### config.mk
export PLATFORM = sky130hd
export DESIGN_NAME = mc_control_unit
export DESIGN_NICKNAME = d
export VERILOG_FILES = /design/src/rtl/mc_control_unit.sv
export SDC_FILE = /design/constraint.sdc
export NUM_CORES = 1
export LEC_CHECK = 0
export BUFFER_PORTS_ARGS = -buffer_cell sky130_fd_sc_hd__clkbuf_2
export CAP_MARGIN = 25
export CORE_MARGIN = 2
export CORE_UTILIZATION = 56
export CTS_BUF_LIST = sky130_fd_sc_hd__clkbuf_8
export DETAILED_ROUTE_END_ITERATION = 12
export PLACE_DENSITY = 0.89
export RECOVER_POWER = 100
export SETUP_SLACK_MARGIN = 0.05
export SLEW_MARGIN = 20
export SYNTH_ARGS = -nofsm -noshare
export SYNTH_HDL_FRONTEND = slang
export SYNTH_SLANG_ARGS = --single-unit
### constraint.sdc
create_clock -name CLK -period 3.8 [get_ports CLK]
set_input_delay 0.19 -clock CLK [delete_from_list [all_inputs] [get_ports CLK]]
set_output_delay 0.19 -clock CLK [all_outputs]
set_load 0.03 [all_outputs]
### src/rtl/mc_control_unit.sv
// Multi-cycle MIPS-style control unit: FETCH/DECODE/EXEC/MEM/WB sequencing,
// LL/SC link tracking with snoop invalidation, and a memory-wait watchdog.
module mc_control_unit #(
    parameter int WAIT_MAX = 255,
    parameter bit LLSC_EN  = 1'b1,
    parameter int ADDR_W   = 32
) (
    input  logic              CLK,
    input  logic              nRST,
    input  logic [31:0]       instr,
    input  logic              ihit,
    input  logic              dhit,
    input  logic [ADDR_W-1:0] dmemaddr,
    input  logic              alu_zero,
    input  logic              snoop_inv,
    input  logic [ADDR_W-1:0] snoopaddr,
    output logic              icuREN,
    output logic              dcuREN,
    output logic              dcuWEN,
    output logic              regwr,
    output logic              ir_en,
    output logic              pc_en,
    output logic [1:0]        pc_src,
    output logic [1:0]        regdst,
    output logic              memtoreg,
    output logic              sc_result,
    output logic              halt,
    output logic              mem_err,
    output logic [2:0]        state
);

    typedef enum logic [2:0] {
        ST_FETCH  = 3'd0,
        ST_DECODE = 3'd1,
        ST_EXEC   = 3'd2,
        ST_MEM    = 3'd3,
        ST_WB     = 3'd4,
        ST_HALT   = 3'd5
    } state_t;

    localparam logic [5:0] OP_RTYPE = 6'b000000;
    localparam logic [5:0] OP_LW    = 6'b100011;
    localparam logic [5:0] OP_SW    = 6'b101011;
    localparam logic [5:0] OP_LL    = 6'b110000;
    localparam logic [5:0] OP_SC    = 6'b111000;
    localparam logic [5:0] OP_BEQ   = 6'b000100;
    localparam logic [5:0] OP_BNE   = 6'b000101;
    localparam logic [5:0] OP_J     = 6'b000010;
    localparam logic [5:0] OP_JAL   = 6'b000011;
    localparam logic [5:0] OP_HALT  = 6'b111111;
    localparam logic [5:0] FN_JR    = 6'b001000;

    // Counter only needs to reach WAIT_MAX-1 before the watchdog halts the core.
    localparam int              CNT_W    = (WAIT_MAX < 2) ? 1 : $clog2(WAIT_MAX + 1);
    localparam bit              WD_ON    = (WAIT_MAX > 0);
    localparam logic [CNT_W-1:0] WD_LIMIT = CNT_W'(WAIT_MAX - 1);

    state_t              state_r;
    state_t              next_s;
    logic [31:0]         ir_r;
    logic [CNT_W-1:0]    wd_cnt_r;
    logic                mem_err_r;
    logic                sc_result_r;
    logic                link_valid_r;
    logic [ADDR_W-1:0]   link_addr_r;
    logic                waiting_s;
    logic                wd_fire_s;

    logic [5:0] op_s;
    logic [5:0] funct_s;
    logic       is_rtype_s, is_jr_s, is_lw_s, is_sw_s, is_ll_s, is_sc_s;
    logic       is_beq_s, is_bne_s, is_j_s, is_jal_s, is_halt_s, taken_s;
    logic       link_hit_s, snoop_hit_s, sc_ok_s, sc_leave_s, ll_set_s;
    logic       unused_ir_s;

    assign op_s       = ir_r[31:26];
    assign funct_s    = ir_r[5:0];
    assign unused_ir_s = ^ir_r[25:6];

    assign is_rtype_s = (op_s == OP_RTYPE);
    assign is_jr_s    = is_rtype_s && (funct_s == FN_JR);
    assign is_lw_s    = (op_s == OP_LW);
    assign is_sw_s    = (op_s == OP_SW);
    assign is_ll_s    = (op_s == OP_LL);
    assign is_sc_s    = (op_s == OP_SC);
    assign is_beq_s   = (op_s == OP_BEQ);
    assign is_bne_s   = (op_s == OP_BNE);
    assign is_j_s     = (op_s == OP_J);
    assign is_jal_s   = (op_s == OP_JAL);
    assign is_halt_s  = (op_s == OP_HALT);
    assign taken_s    = (is_beq_s && alu_zero) || (is_bne_s && !alu_zero);

    // A snoop hitting the link in the very cycle SC evaluates makes the SC fail.
    assign link_hit_s  = link_valid_r && (link_addr_r == dmemaddr);
    assign snoop_hit_s = snoop_inv && (snoopaddr == link_addr_r);
    assign sc_ok_s     = LLSC_EN ? (link_hit_s && !snoop_hit_s) : 1'b1;
    assign sc_leave_s  = (state_r == ST_MEM) && is_sc_s && (next_s == ST_WB);
    assign ll_set_s    = LLSC_EN && (state_r == ST_MEM) && is_ll_s && dhit;

    assign state     = state_r;
    assign mem_err   = mem_err_r;
    assign sc_result = sc_result_r;

    // Next-state and Moore outputs; only ir_en and pc_en are qualified by hits.
    always_comb begin
        next_s    = state_r;
        icuREN    = 1'b0;
        dcuREN    = 1'b0;
        dcuWEN    = 1'b0;
        regwr     = 1'b0;
        ir_en     = 1'b0;
        pc_en     = 1'b0;
        pc_src    = 2'b00;
        regdst    = 2'b00;
        memtoreg  = 1'b0;
        halt      = 1'b0;
        waiting_s = 1'b0;
        wd_fire_s = 1'b0;
        case (state_r)
            ST_FETCH: begin
                icuREN = 1'b1;
                if (ihit) begin
                    ir_en  = 1'b1;
                    next_s = ST_DECODE;
                end else begin
                    waiting_s = 1'b1;
                end
            end
            ST_DECODE: begin
                if (is_halt_s) begin
                    next_s = ST_HALT;
                end else begin
                    next_s = ST_EXEC;
                end
            end
            ST_EXEC: begin
                if (is_beq_s || is_bne_s) begin
                    pc_en  = 1'b1;
                    pc_src = taken_s ? 2'b01 : 2'b00;
                    next_s = ST_FETCH;
                end else if (is_j_s) begin
                    pc_en  = 1'b1;
                    pc_src = 2'b10;
                    next_s = ST_FETCH;
                end else if (is_jr_s) begin
                    pc_en  = 1'b1;
                    pc_src = 2'b11;
                    next_s = ST_FETCH;
                end else if (is_lw_s || is_sw_s || is_ll_s || is_sc_s) begin
                    next_s = ST_MEM;
                end else begin
                    next_s = ST_WB;
                end
            end
            ST_MEM: begin
                if (is_lw_s || is_ll_s) begin
                    dcuREN = 1'b1;
                    if (dhit) begin
                        next_s = ST_WB;
                    end else begin
                        waiting_s = 1'b1;
                    end
                end else if (is_sw_s) begin
                    dcuWEN = 1'b1;
                    if (dhit) begin
                        pc_en  = 1'b1;
                        next_s = ST_FETCH;
                    end else begin
                        waiting_s = 1'b1;
                    end
                end else if (is_sc_s) begin
                    if (sc_ok_s) begin
                        dcuWEN = 1'b1;
                        if (dhit) begin
                            next_s = ST_WB;
                        end else begin
                            waiting_s = 1'b1;
                        end
                    end else begin
                        next_s = ST_WB;
                    end
                end else begin
                    next_s = ST_FETCH;
                end
            end
            ST_WB: begin
                regwr    = 1'b1;
                pc_en    = 1'b1;
                memtoreg = is_lw_s || is_ll_s;
                if (is_rtype_s) begin
                    regdst = 2'b01;
                end else if (is_jal_s) begin
                    regdst = 2'b10;
                    pc_src = 2'b10;
                end else begin
                    regdst = 2'b00;
                end
                next_s = ST_FETCH;
            end
            ST_HALT: begin
                halt   = 1'b1;
                next_s = ST_HALT;
            end
            default: begin
                next_s = ST_HALT;
            end
        endcase
        if (WD_ON && waiting_s && (wd_cnt_r == WD_LIMIT)) begin
            wd_fire_s = 1'b1;
            next_s    = ST_HALT;
        end else begin
            wd_fire_s = 1'b0;
        end
    end

    // State register, instruction register and watchdog
    always_ff @(posedge CLK or negedge nRST) begin
        if (!nRST) begin
            state_r   <= ST_FETCH;
            ir_r      <= 32'd0;
            wd_cnt_r  <= {CNT_W{1'b0}};
            mem_err_r <= 1'b0;
        end else begin
            state_r <= next_s;
            if (ir_en) begin
                ir_r <= instr;
            end
            if (next_s != state_r) begin
                wd_cnt_r <= {CNT_W{1'b0}};
            end else if (waiting_s) begin
                wd_cnt_r <= wd_cnt_r + CNT_W'(1);
            end
            if (wd_fire_s) begin
                mem_err_r <= 1'b1;
            end
        end
    end

    // Link register: an LL completing beats a coincident snoop invalidate
    always_ff @(posedge CLK or negedge nRST) begin
        if (!nRST) begin
            link_valid_r <= 1'b0;
            link_addr_r  <= {ADDR_W{1'b0}};
        end else if (ll_set_s) begin
            link_valid_r <= 1'b1;
            link_addr_r  <= dmemaddr;
        end else if (sc_leave_s || snoop_hit_s) begin
            link_valid_r <= 1'b0;
        end
    end

    // SC outcome captured as it leaves MEM and held for write-back
    always_ff @(posedge CLK or negedge nRST) begin
        if (!nRST) begin
            sc_result_r <= 1'b0;
        end else if (sc_leave_s) begin
            sc_result_r <= sc_ok_s;
        end
    end

endmodule

# After elaboration in Yosys (flattened, before gate mapping)
# Cells that the tools add are included.
# totals
register_bits	78
out_inout_bits	17
word_cells	107
# classes
add_sub_neg	1
n_eq_ne	20
muxes	55
n_reduce_logical	24
# ops
op	count
32-bit equality test	2
3-bit 2-to-1 mux	13
6-bit equality test (second input constant)	5
1-bit 2-to-1 mux	29
8-bit 2-to-1 mux	2
3-bit case mux with 5 select lines	1
2-bit 2-to-1 mux	7
6-bit by 2-bit equality test with 1-bit output (second input constant)	2
6-bit by 3-bit equality test with 1-bit output (second input constant)	2
1-bit logical AND	11
3-bit equality test (second input constant)	3
8-bit by 1-bit adder with 8-bit output (second input constant)	1
8-bit equality test (second input constant)	1
1-bit logical OR	7
3-bit by 2-bit equality test with 1-bit output (second input constant)	2
6-bit by 4-bit equality test with 1-bit output (second input constant)	1
6-bit logical NOT	1
2-bit case mux with 2 select lines	1
2-bit nonzero test	2
3-bit by 1-bit equality test with 1-bit output (second input constant)	1
3-bit logical NOT	1
3-bit inequality test	1
1-bit case mux with 3 select lines	1
1-bit logical NOT	2
1-bit case mux with 2 select lines	1

# Logic depth before layout (Yosys ltp)
# Gate-level depths: netlist of the first run.
# depth
ltp_word	16
mapped_depth	9
ltp_nobuf	8

# Worst setup path before layout of the first run
# OpenSTA, ideal clock, no wires.
# synth_timing
path_kind	register -> register
from	register state_r[1] (netlist: state[1])
to	register ir_r[26]
setup_time_ns	0.125
t_arrival_ns	2.931
slack_ns	0.744
stages_incl_launch_ff	7
n_path_buf	3
cell_sequence	dfrtp_1 buf_1 nor3_1 and2_1 clkbuf_1 clkbuf_1 mux2_2
# synth_between
elab_chain_len	2
# synth_rtl
element	line	rtl
start: declaration	58	state_t state_r;
start signal: assignment	224	state_r <= next_s;
3-bit logical NOT	119	case (state_r)
1-bit 2-to-1 mux	119	
net ir_en	21	output logic ir_en,
end signal: assignment	226	ir_r <= instr;
end: declaration	60	logic [31:0] ir_r;
# The timed path passes the listed nets, and every way through them passes these cells.
# A chain may end at the register's enable or synchronous reset.

# Worst setup path in the final report of the first run
# layout_timing
from	register link_addr_r[16]
to	register wd_cnt_r[1]
# layout_between
elab_chain_len	13
elab_cells_between_ends	21
# layout_rtl
element	line	rtl
start: declaration	65	logic [ADDR_W-1:0] link_addr_r;
start signal: assignment	243	link_addr_r <= {ADDR_W{1'b0}};
start signal: assignment	246	link_addr_r <= dmemaddr;
32-bit equality test	95	assign snoop_hit_s = snoop_inv && (snoopaddr == link_addr_r);
1-bit logical AND	95	
1-bit logical NOT	96	assign sc_ok_s = LLSC_EN ? (link_hit_s && !snoop_hit_s) : 1'b1;
1-bit logical AND *	96	
1-bit 2-to-1 mux	172	if (sc_ok_s) begin
1-bit 2-to-1 mux	171	end else if (is_sc_s) begin
1-bit 2-to-1 mux	163	end else if (is_sw_s) begin
1-bit 2-to-1 mux	156	if (is_lw_s || is_ll_s) begin
1-bit case mux with 2 select lines	119	
1-bit logical AND	208	if (WD_ON && waiting_s && (wd_cnt_r == WD_LIMIT)) begin
3-bit 2-to-1 mux	208	
3-bit inequality test	228	if (next_s != state_r) begin
8-bit 2-to-1 mux / 2-bit nonzero test (equally long branches)	-	
end signal: assignment	221	wd_cnt_r <= {CNT_W{1'b0}};
end signal: assignment	229	wd_cnt_r <= {CNT_W{1'b0}};
end signal: assignment	231	wd_cnt_r <= wd_cnt_r + CNT_W'(1);
end: declaration	61	logic [CNT_W-1:0] wd_cnt_r;
# Every way passes the cells marked *; elsewhere a longest branch is shown, timed or not.

==> results of run 1 <==
layer usage:
layer	wire length [um]	global-route usage, %	vias to the layer above
met1	3550	31.6	1360
met5	0	0	-
met2	4040	44.1	98
met3	380	4.78	22
met4	265	14.8	0
li1	-	-	1367
registers in the layout (all words and copies together), names as in the netlist:
signal	flops
link_addr_r	32
mem_err	1
ir_r	12
link_valid_r	1
wd_cnt_r	8
state	3
sc_result	1
power breakdown:
group	internal [mW]	switching (mW)	leakage, nW
sequential	0.618	0.000252	0.793
clock	0.263	0.235	0.0938
combinational	0.0482	0.0515	1.19
total	0.929	0.287	2.08
worst reg2reg max path, stage by stage (launching register included):
cell and delay (ns):
dfrtp_1 0.42, xor2_1 0.16, nor4_1 0.50, nand4_1 0.17, nor2_1 0.21, nand4_1 0.39, a21o_1 0.36, a31oi_1 0.54
a2111oi_0 0.17
path summary, 6_finish.rpt:
kind,endpoint,startpoint,cells after the start
max,wd_cnt_r[1]$_DFFE_PN0P_,link_addr_r[16]$_DFFE_PN0P_,8
min,ir_r[28]$_DFFE_PN0P_,instr[28],3
max reg2reg,wd_cnt_r[1]$_DFFE_PN0P_,link_addr_r[16]$_DFFE_PN0P_,8
min reg2reg,mem_err$_DFFE_PN0P_,mem_err$_DFFE_PN0P_,1
max in group asynchronous,ir_r[26]$_DFFE_PN0P_,nRST,2
min in group asynchronous,link_addr_r[5]$_DFFE_PN0P_,nRST,2
area by class of cell:
cell class / count / area [um2] / share of cell area, %
multi-input cells: 247 / 1910 / 46.3
flip-flops and latches: 58 / 1450 / 35.1
repair buffers: 100 / 477 / 11.5
clock inverters: 4 / 20.0 / 0.484
inverters: 8 / 30.0 / 0.726
well taps: 75 / 93.8 / 2.27
clock buffers: 11 / 151 / 3.66
layout by cell type (no fill, tap or decap), drive strengths merged, types with 2 or more instances in the layout:
master,synthesis,final
a211oi,3,3
a21oi,5,5
a22oi,2,2
a31oi,2,2
and2,3,3
and3,4,4
clkbuf,4,111
dfrtp,58,58
ha,2,2
inv,8,10
mux2,44,44
nand2,14,14
nand3,13,13
nand4,6,6
nor2,13,13
nor3,15,15
nor4,17,17
o21ai,9,9
or3,7,7
xnor2,18,18
xor2,51,51
kinds of logic (layout without fill, tap and decap cells):
| logic type | count (synthesis) | after routing |
|---|---|---|
| AND/OR/NAND/NOR | 99 | 99 |
| XOR/XNOR | 69 | 69 |
| flip-flops | 58 | 58 |
| multiplexers | 44 | 44 |
| AO/OA/AOI/OAI | 33 | 33 |
| buffers and inverters | 17 | 123 |
| adder cells (fa/ha/maj) | 2 | 2 |
metrics by stage:
stage          utilization [%]  hold WS, ns  cells
4_1_cts                   70.4       0.0223    503
2_1_floorplan                -       -0.106    322
3_5_place_dp              67.5        0.383    488
5_1_grt                   69.5       0.0871    503
6_report                  69.5       0.0885    503
3_3_place_gp              67.5        0.377    488
==> impl_metrics.ini, run 1 <==
[setup_path]
ff2ff_setup_slack_ns = 0.71
cp_data_arrival_time_ns = 3.26
critical_path_required_ns = 3.97
crit_path_end_kind = register
worst_setup_path_category = register to register
path_max_fanout = 10
critical_path_cell_by_cell = xor2_1, nor4_1, nand4_1, nor2_1, nand4_1, a21o_1, a31oi_1, a2111oi_0
cp_slowest_stage_delay_ns = 0.54
count_of_buffering_cells_on_the_critical_path_with_inverters_included = 0
cp_top_family = simple AND/OR/NAND/NOR gates
setup.worst_path.start_class = register
crit_slowest_cell = a31oi_1
crit_path_frequent_cell = nand4_1

[placement]
placement.io_buffers = 98
place.gp.congestion = 0.890
post_dp_cell_area_um2 = 4020
place.detailed.hpwl_um = 6260
post-place-ws_ns = 0.956

[sta]
rsz0062_at_grt = false
fin_worst_skew_ns = 0.00704
finalHoldViolCount = 0
setup-violations-final = 0
worst-slew-pin-transition_ns = 3.09
max_freq_mhz = 324
setup_tns_ns = 0
period_share_pct = 81.3
layout_setup_ws_ns = 0.711
drv_slew = 93
finalWorstPathRequiredPeriod_ns = 3.09
max_slew_margin_pct = -106

[detailed_routing]
remaining_drc_errors = 0
drt_pass1_iterations = 5
dr.first_iter.drc_count = 207
detail-route-antenna-nets = 0
drt-wirelength-per-cell_um = 16.4
totalWireLength_um = 8230
routed-via-count = 2847
routed_via_density = 5.66

[power_and_ir_drop]
powerDensity_nw_per_um2 = 294
maximum_ir_drop_on_the_vdd_rail_mv = 0.277
finalPower_mw = 1.22
static_leak_nw = 2.08

[global_routing]
grt_first_pass_wirelength_um = 13200
antenna_violations_before_repair = 0
grt_overflow_total = 0
grt_pass1_vias = 2832
grt_max_degree = 59
globalRouteTotalUtil_pct = 26.2

[yosys]
dominant_cell_by_count_in_the_synthesized_netlist = dfrtp_1
synthesis.nets = 426
synth_top_area_share_pct = 42.0
fraction_of_registers_with_async_set_reset_pct = 100
synth.distinct_cells = 44
synth_compound_area_share_pct = 8.29
netlist_instances = 322
post_synth_adder_cell_area_pct = 0.724
synth_mux_area_share_pct = 14.3
synthesis.area_um2 = 3460
synth-warning-count = 0
synth_enable_flop_cells = 0
yosys.area_share.xor_xnor_pct = 17.5
yosys-top-cells-count = dfrtp_1, xor2_1, mux2_2
synth_seq_cells = 58
avgSynthCellArea_um2 = 10.7
synth_simple_gate_area_share_pct = 15.3
synth_sequential_area_ratio_pct = 42.0
yosys.area.top_type = dfrtp_1
largest_family_of_logic_cells_by_synthesized_area = XOR/XNOR gates
top_cells_by_area_synth = dfrtp_1, mux2_2, xor2_1, xnor2_1, nor4_1
ys_dominant_reg_cell = dfrtp_1

[floorplanning]
core_area_um2 = 5960
rows = 28
floorplan.io_pins = 119
dieArea_um2 = 6820
chip_height_um = 82.6
floorplan.initialDensity_pct = 58.0
die_width_um = 82.6

[cells_and_area]
nNetsFinal = 528
synth_to_layout_area_growth_pct = 19.7
final_layout_size_suffix_gt1_share_pct = 33.4
final_cell_area_um2 = 4140
fillerInstances = 469
diodes = 0

[clock_tree]
clk_latency_ns = 0.33
clock-root-buffer = clkbuf_8
post_cts_resized = 0
clock_buffers_created_by_tritoncts = 9
htree_num_levels = 3
clock_pin_slew_worst_setup_and_hold_paths_ns = 0.06
post_cts.repair.setup_buffers = 0
postCtsHoldBufs = 0
cts_tree = done
cts_num_sinks = 58
ctsLongestPathBuffers = 2

[outcome]
violations = capacitance limit, slew limit
run_status = complete, but fails checks

[hold_path]
hold_class = input pin to register

[job]
cap_viol_max_count = 2
No activity file was read; power rests on OpenSTA's default activity.
==> run 2, diff against run 1 <==
Settings changed: CORE_UTILIZATION 56 to 52, PLACE_DENSITY 0.89 to 0.83.
Clock period 3.8 ns to 3.1 ns, I/O delays scaled along.
==> run 2 against run 1 <==
Compared with the run above: the flow still finishes with violations (capacitance limit, slew limit); wire length fell by 1.8%; clock skew rose by 0.0023 ns; via count fell by 1.0%; combinational power rose by 22%; worst hold slack got worse by 0.057 ns; register-to-register slack got worse by 0.47 ns; critical path depth fell by 2; count of clock-buffer cells in the layout did not move; worst setup slack got worse by 0.47 ns; total power rose by 24%; critical path type unchanged; critical endpoint is now wd_cnt_r[5]$_DFFE_PN0P_; highest routed layer unchanged.
==> impl_metrics.ini, run 2 (synthesized netlist as in run 1, its figures left out) <==
[cells_and_area]
mostFrequentLayoutCells = clkbuf_2, dfrtp_1, xor2_1, mux2_2, clkbuf_1
final_layout_size_suffix_gt1_share_pct = 34.3
biggestRegsByFlops = link_addr_r: 32 flops, ir_r: 12 flops, wd_cnt_r: 8 flops
layout.cells.non_filler = 509
largest_register_ffs = 32
synth_to_layout_area_growth_pct = 21.4
diodes = 0
nNetsFinal = 532
largest_register = link_addr_r
mostFrequentLayoutCell = clkbuf_2

[clock_tree]
clock_buffers_created_by_tritoncts = 9
clock-root-buffer = clkbuf_8
clk_latency_ns = 0.34
htree_num_levels = 3
cts_num_sinks = 58
clock_pin_slew_worst_setup_and_hold_paths_ns = 0.07
cts_tree = done
ctsLongestPathBuffers = 2
post_cts.repair.setup_buffers = 0
post_cts_resized = 0

[setup_path]
setup.worst_path.start_class = register
critical_path_required_ns = 3.34
r2r-start = ir_r[30]$_DFFE_PN0P_
path_max_fanout = 10
count_of_buffering_cells_on_the_critical_path_with_inverters_included = 0
ff2ff_setup_slack_ns = 0.24
cp_top_family = simple AND/OR/NAND/NOR gates
cp_data_arrival_time_ns = 3.10
crit_path_end_kind = register
critical_path_cell_by_cell = or3b_1, nor4_1, nand4_1, and2_0, or3_1, a211oi_1
worst_r2r_endpoint = wd_cnt_r[5]$_DFFE_PN0P_
cp_slowest_stage_delay_ns = 0.48
crit_slowest_cell = dfrtp_1
worst_setup_path_category = register to register
r2r.worst_path.cells = 6

[floorplanning]
rows = 29
die_width_um = 85.5
floorplan.io_pins = 119
floorplan.initialDensity_pct = 54.1
dieArea_um2 = 7310
core_area_um2 = 6390
chip_height_um = 85.5

[placement]
place.detailed.hpwl_um = 6210
place.gp.congestion = 0.894
dpl.cell_count = 493
placement.io_buffers = 98

[sta]
worst-slew-pin-transition_ns = 1.77
finalHoldViolCount = 0
setup_tns_ns = 0
fin_worst_skew_ns = 0.00933
rsz0062_at_grt = false
max_slew_margin_pct = -18.3
max_freq_mhz = 350
setup-violations-final = 0
period_share_pct = 92.3
drv_slew = 33
finalWorstPathRequiredPeriod_ns = 2.86

[global_routing]
grt_max_degree = 34
antenna_violations_before_repair = 0
grt_pass1_vias = 2911
grt_overflow_total = 0
grt_first_pass_wirelength_um = 13600
globalRouteTotalUtil_pct = 23.8

[detailed_routing]
remaining_drc_errors = 0
drt_pass1_iterations = 4
routed_via_density = 5.54
drt-wirelength-per-cell_um = 15.9
detail-route-antenna-nets = 0
totalWireLength_um = 8080
routed-via-count = 2818
dr.first_iter.drc_count = 194

[outcome]
run_status = complete, but fails checks
violations = capacitance limit, slew limit

[power_and_ir_drop]
maximum_ir_drop_on_the_vdd_rail_mv = 0.286
powerDensity_nw_per_um2 = 358
static_leak_nw = 2.10

[hold_path]
worst_hold_startpoint = instr[28]
hold_class = input pin to register
min_delay_worst_endpoint = ir_r[28]$_DFFE_PN0P_
hold_path_depth = 3

[job]
cap_viol_max_count = 1
==> run 2: changes by cell type in the layout (fill, tap and decap cells not counted), sizes merged <==
| cell | change |
|---|---|
| dlygate4sd3 | +1 |
| clkinv | +2 |
| inv | -1 |
| buf | +2 |
| clkinvlp | -1 |
| clkbuf | +1 |
==> run 2: routing by layer <==
| layer | GRT usage [%] | vias up | part of all wire, % |
|---|---|---|---|
| met2 | 38.2 | 85 | 48 |
| met5 | 0 | - | 0 |
| met1 | 31.7 | 1340 | 44 |
| li1 | - | 1374 | - |
| met4 | 11.1 | 0 | 2.8 |
| met3 | 4.04 | 19 | 4.9 |
==> run 2: power breakdown <==
group | internal [mW] | total [mW] | switching [mW] | leakage (nW)
logic | 0.0599 | 0.122 | 0.0620 | 1.21
clock network | 0.322 | 0.624 | 0.302 | 0.0961
registers | 0.758 | 0.758 | 0.000313 | 0.793
total | 1.14 | 1.50 | 0.364 | 2.10
==> run 2: final cells by class <==
type / instances / area, um2
fillers: 515 / 2190
multi-input cells: 247 / 1940
flip-flops and latches: 58 / 1450
repair buffers: 104 / 507
clock buffers: 11 / 151
well taps: 77 / 96.3
inverters: 8 / 30.0
clock inverters: 4 / 18.8
==> run 2: what timing repair did <==
action / 4_1_cts / 5_1_grt
hold buffers: 1 / 0
setup endpoints to repair: 0 / 1
hold endpoints to repair: 31 / 0
==> run 2: worst max path at each step <==
stage | startpoint | end | slack [ns] | cells after the start
global placement | link_addr_r[25]$_DFFE_PN0P_ | wd_cnt_r[1]$_DFFE_PN0P_ | 0.36 | 8
global route | ir_r[30]$_DFFE_PN0P_ | wd_cnt_r[5]$_DFFE_PN0P_ | 0.04 | 6
detailed placement | ir_r[26]$_DFFE_PN0P_ | wd_cnt_r[5]$_DFFE_PN0P_ | 0.30 | 6
finish | ir_r[30]$_DFFE_PN0P_ | wd_cnt_r[5]$_DFFE_PN0P_ | 0.24 | 6
floorplan | state[1]$_DFF_PN0_ | ir_r[26]$_DFFE_PN0P_ | 0.37 | 6
CTS | ir_r[26]$_DFFE_PN0P_ | wd_cnt_r[5]$_DFFE_PN0P_ | 0.30 | 6
==> run 2: tightest hold or removal path: stages <==
cell and delay, ns:
clkbuf_2 0.08, nand2_1 0.04, o21ai_0 0.06
==> run 2: stage by stage <==
stage               power [mW]  hold WS [ns]  worst slack [ns]  cell area, um2  utilization (%)
floorplan                0.807        -0.141             0.369            3460                -
CTS                       1.52        0.0204             0.296            4230             66.2
global route              1.56        0.0362            0.0439            4190             65.7
finish                    1.50        0.0311             0.240            4190             65.7
detailed placement       0.894         0.287             0.302            4050             63.4
global placement         0.892         0.278             0.362            4050             63.4
==> run 3, diff against run 2 <==
Settings changed: CORE_ASPECT_RATIO from default to 0.9, CTS_CLUSTER_SIZE from default to 20.
==> run 3 against run 2 <==
Compared with the run above: cell count increased by 2.2%; via count decreased by 0.78%; wire length decreased by 3.0%; count of clock-buffer cells in the layout decreased by 1; core utilization decreased by 0.99 points; total power increased by 2.5%; sequential power about the same; final area increased by 0.51%; die area about the same; largest power group unchanged; the flow still finishes with violations (capacitance limit, slew limit); fmax increased by 0.36%; clock power increased by 6.1%.
==> impl_metrics.ini, run 3 (synthesized netlist as in run 1, its figures left out) <==
[setup_path]
critical_path_cell_count = 8
setup.worst_path.start_class = register
worstSetupEndpoint = wd_cnt_r[7]$_DFFE_PN0P_
crit_slowest_cell = nor4_1
crit_path_frequent_cell = nand4_1
crit_path_start = link_addr_r[16]$_DFFE_PN0P_
critical_path_cell_by_cell = xor2_1, nor4_1, nand4_1, nor2_1, nand4_1, and2_0, or3_1, a211oi_1
critical_path_required_ns = 3.33
cp_slowest_stage_delay_ns = 0.45
cp_data_arrival_time_ns = 3.08
ff2ff_setup_slack_ns = 0.25
worst_r2r_endpoint = wd_cnt_r[7]$_DFFE_PN0P_
r2r.worst_path.cells = 8
count_of_buffering_cells_on_the_critical_path_with_inverters_included = 0
path_max_fanout = 10
crit_path_end_kind = register
worst_setup_path_category = register to register
r2r-start = link_addr_r[16]$_DFFE_PN0P_
cp_top_family = simple AND/OR/NAND/NOR gates

[detailed_routing]
drt-wirelength-per-cell_um = 15.1
detail-route-antenna-nets = 0
routed-via-count = 2796
routed_via_density = 5.38
remaining_drc_errors = 0
dr.first_iter.drc_count = 164
totalWireLength_um = 7840
drt_pass1_iterations = 4

[outcome]
run_status = complete, but fails checks
violations = capacitance limit, slew limit

[cells_and_area]
mostFrequentLayoutCell = clkbuf_2
layout.cells.non_filler = 520
largest_register_ffs = 32
biggestRegsByFlops = link_addr_r: 32 flops, ir_r: 12 flops, wd_cnt_r: 8 flops
final_cell_area_um2 = 4220
final_layout_size_suffix_gt1_share_pct = 34.0
mostFrequentLayoutCells = clkbuf_2, dfrtp_1, xor2_1, mux2_2, xnor2_1
nNetsFinal = 530
largest_register = link_addr_r
final_core_utilization_pct = 64.7
diodes = 0
synth_to_layout_area_growth_pct = 22.0

[global_routing]
grt_overflow_total = 0
globalRouteTotalUtil_pct = 22.6
grt_pass1_vias = 2819
grt_max_degree = 34
antenna_violations_before_repair = 0
grt_first_pass_wirelength_um = 13000

[clock_tree]
clk_latency_ns = 0.33
post_cts.repair.setup_buffers = 0
htree_num_levels = 3
post_cts_resized = 0
postCtsHoldBufs = 1
clock-root-buffer = clkbuf_8
cts_tree = done
clock_buffers_created_by_tritoncts = 9
cts_num_sinks = 58
clock_pin_slew_worst_setup_and_hold_paths_ns = 0.06
ctsLongestPathBuffers = 2

[sta]
worst-slew-pin-transition_ns = 1.82
max_freq_mhz = 351
rsz0062_at_grt = false
period_share_pct = 91.9
drv_slew = 34
finalHoldViolCount = 0
fin_worst_skew_ns = 0.00640
max_slew_margin_pct = -21.4
timing.hold.ws_ns = 0.0466
setup-violations-final = 0
setup_tns_ns = 0
finalWorstPathRequiredPeriod_ns = 2.85

[floorplanning]
die_width_um = 89.9
floorplan.initialDensity_pct = 53.0
chip_height_um = 81.3
dieArea_um2 = 7310
rows = 28
floorplan.io_pins = 119
core_area_um2 = 6520

[placement]
place.detailed.hpwl_um = 6120
placement.io_buffers = 98
place.gp.congestion = 0.882
dpl.cell_count = 504
post_dp_cell_area_um2 = 4050

[hold_path]
worst_hold_startpoint = instr[28]
hold_path_depth = 3
hold_class = input pin to register

[power_and_ir_drop]
maximum_ir_drop_on_the_vdd_rail_mv = 0.287
static_leak_nw = 2.11
powerDensity_nw_per_um2 = 365

[job]
cap_viol_max_count = 1
run 3: cell count changes in the layout (fill, tap and decap cells not counted), sizes merged:
| cell | delta |
|---|---|
| clkbuf | -2 |
| buf | -1 |
| clkinv | -1 |
| bufinv | +1 |
| inv | +1 |
run 3: worst min-delay path by stage:
stage / endpoint
floorplan: ir_r[0]$_DFFE_PN0P_
global placement: link_addr_r[9]$_DFFE_PN0P_
detailed placement: link_addr_r[9]$_DFFE_PN0P_
CTS: ir_r[28]$_DFFE_PN0P_
global route: ir_r[27]$_DFFE_PN0P_
finish: ir_r[28]$_DFFE_PN0P_
run 3: report_power, final:
part / switching (mW) / total, mW / internal (mW)
logic: 0.0606 / 0.121 / 0.0599
clock network: 0.282 / 0.662 / 0.380
registers: 0.000342 / 0.758 / 0.758
run 3: area by class of cell:
type                       instances  area (um2)
inverter                           8        30.0
fill                             567        2300
sequential                        58        1450
tap                               90         113
clock buffer                      10         138
multi-input combinational        247        1940
timing repair buffer             102         497
clock inverter                     5        47.5
run 3: tightest hold or removal path, stage by stage:
cell and delay (ns):
clkbuf_2 0.07, nand2_1 0.04, o21ai_0 0.06
run 3: per-layer routing:
layer / vias to the layer above / GRT usage [%] / wire, um
li1: 1366 / - / -
met1: 1340 / 28.4 / 3570
met2: 75 / 37.8 / 3740
met3: 15 / 4.92 / 355
met4: 0 / 10.8 / 176
met5: - / 0 / 0
run 3: through the flow:
step | worst slack [ns] | total power, mW
2_1_floorplan | 0.369 | 0.807
6_report | 0.250 | 1.54
3_5_place_dp | 0.298 | 0.894
3_3_place_gp | 0.341 | 0.891
4_1_cts | 0.265 | 1.56
5_1_grt | 0.0766 | 1.60
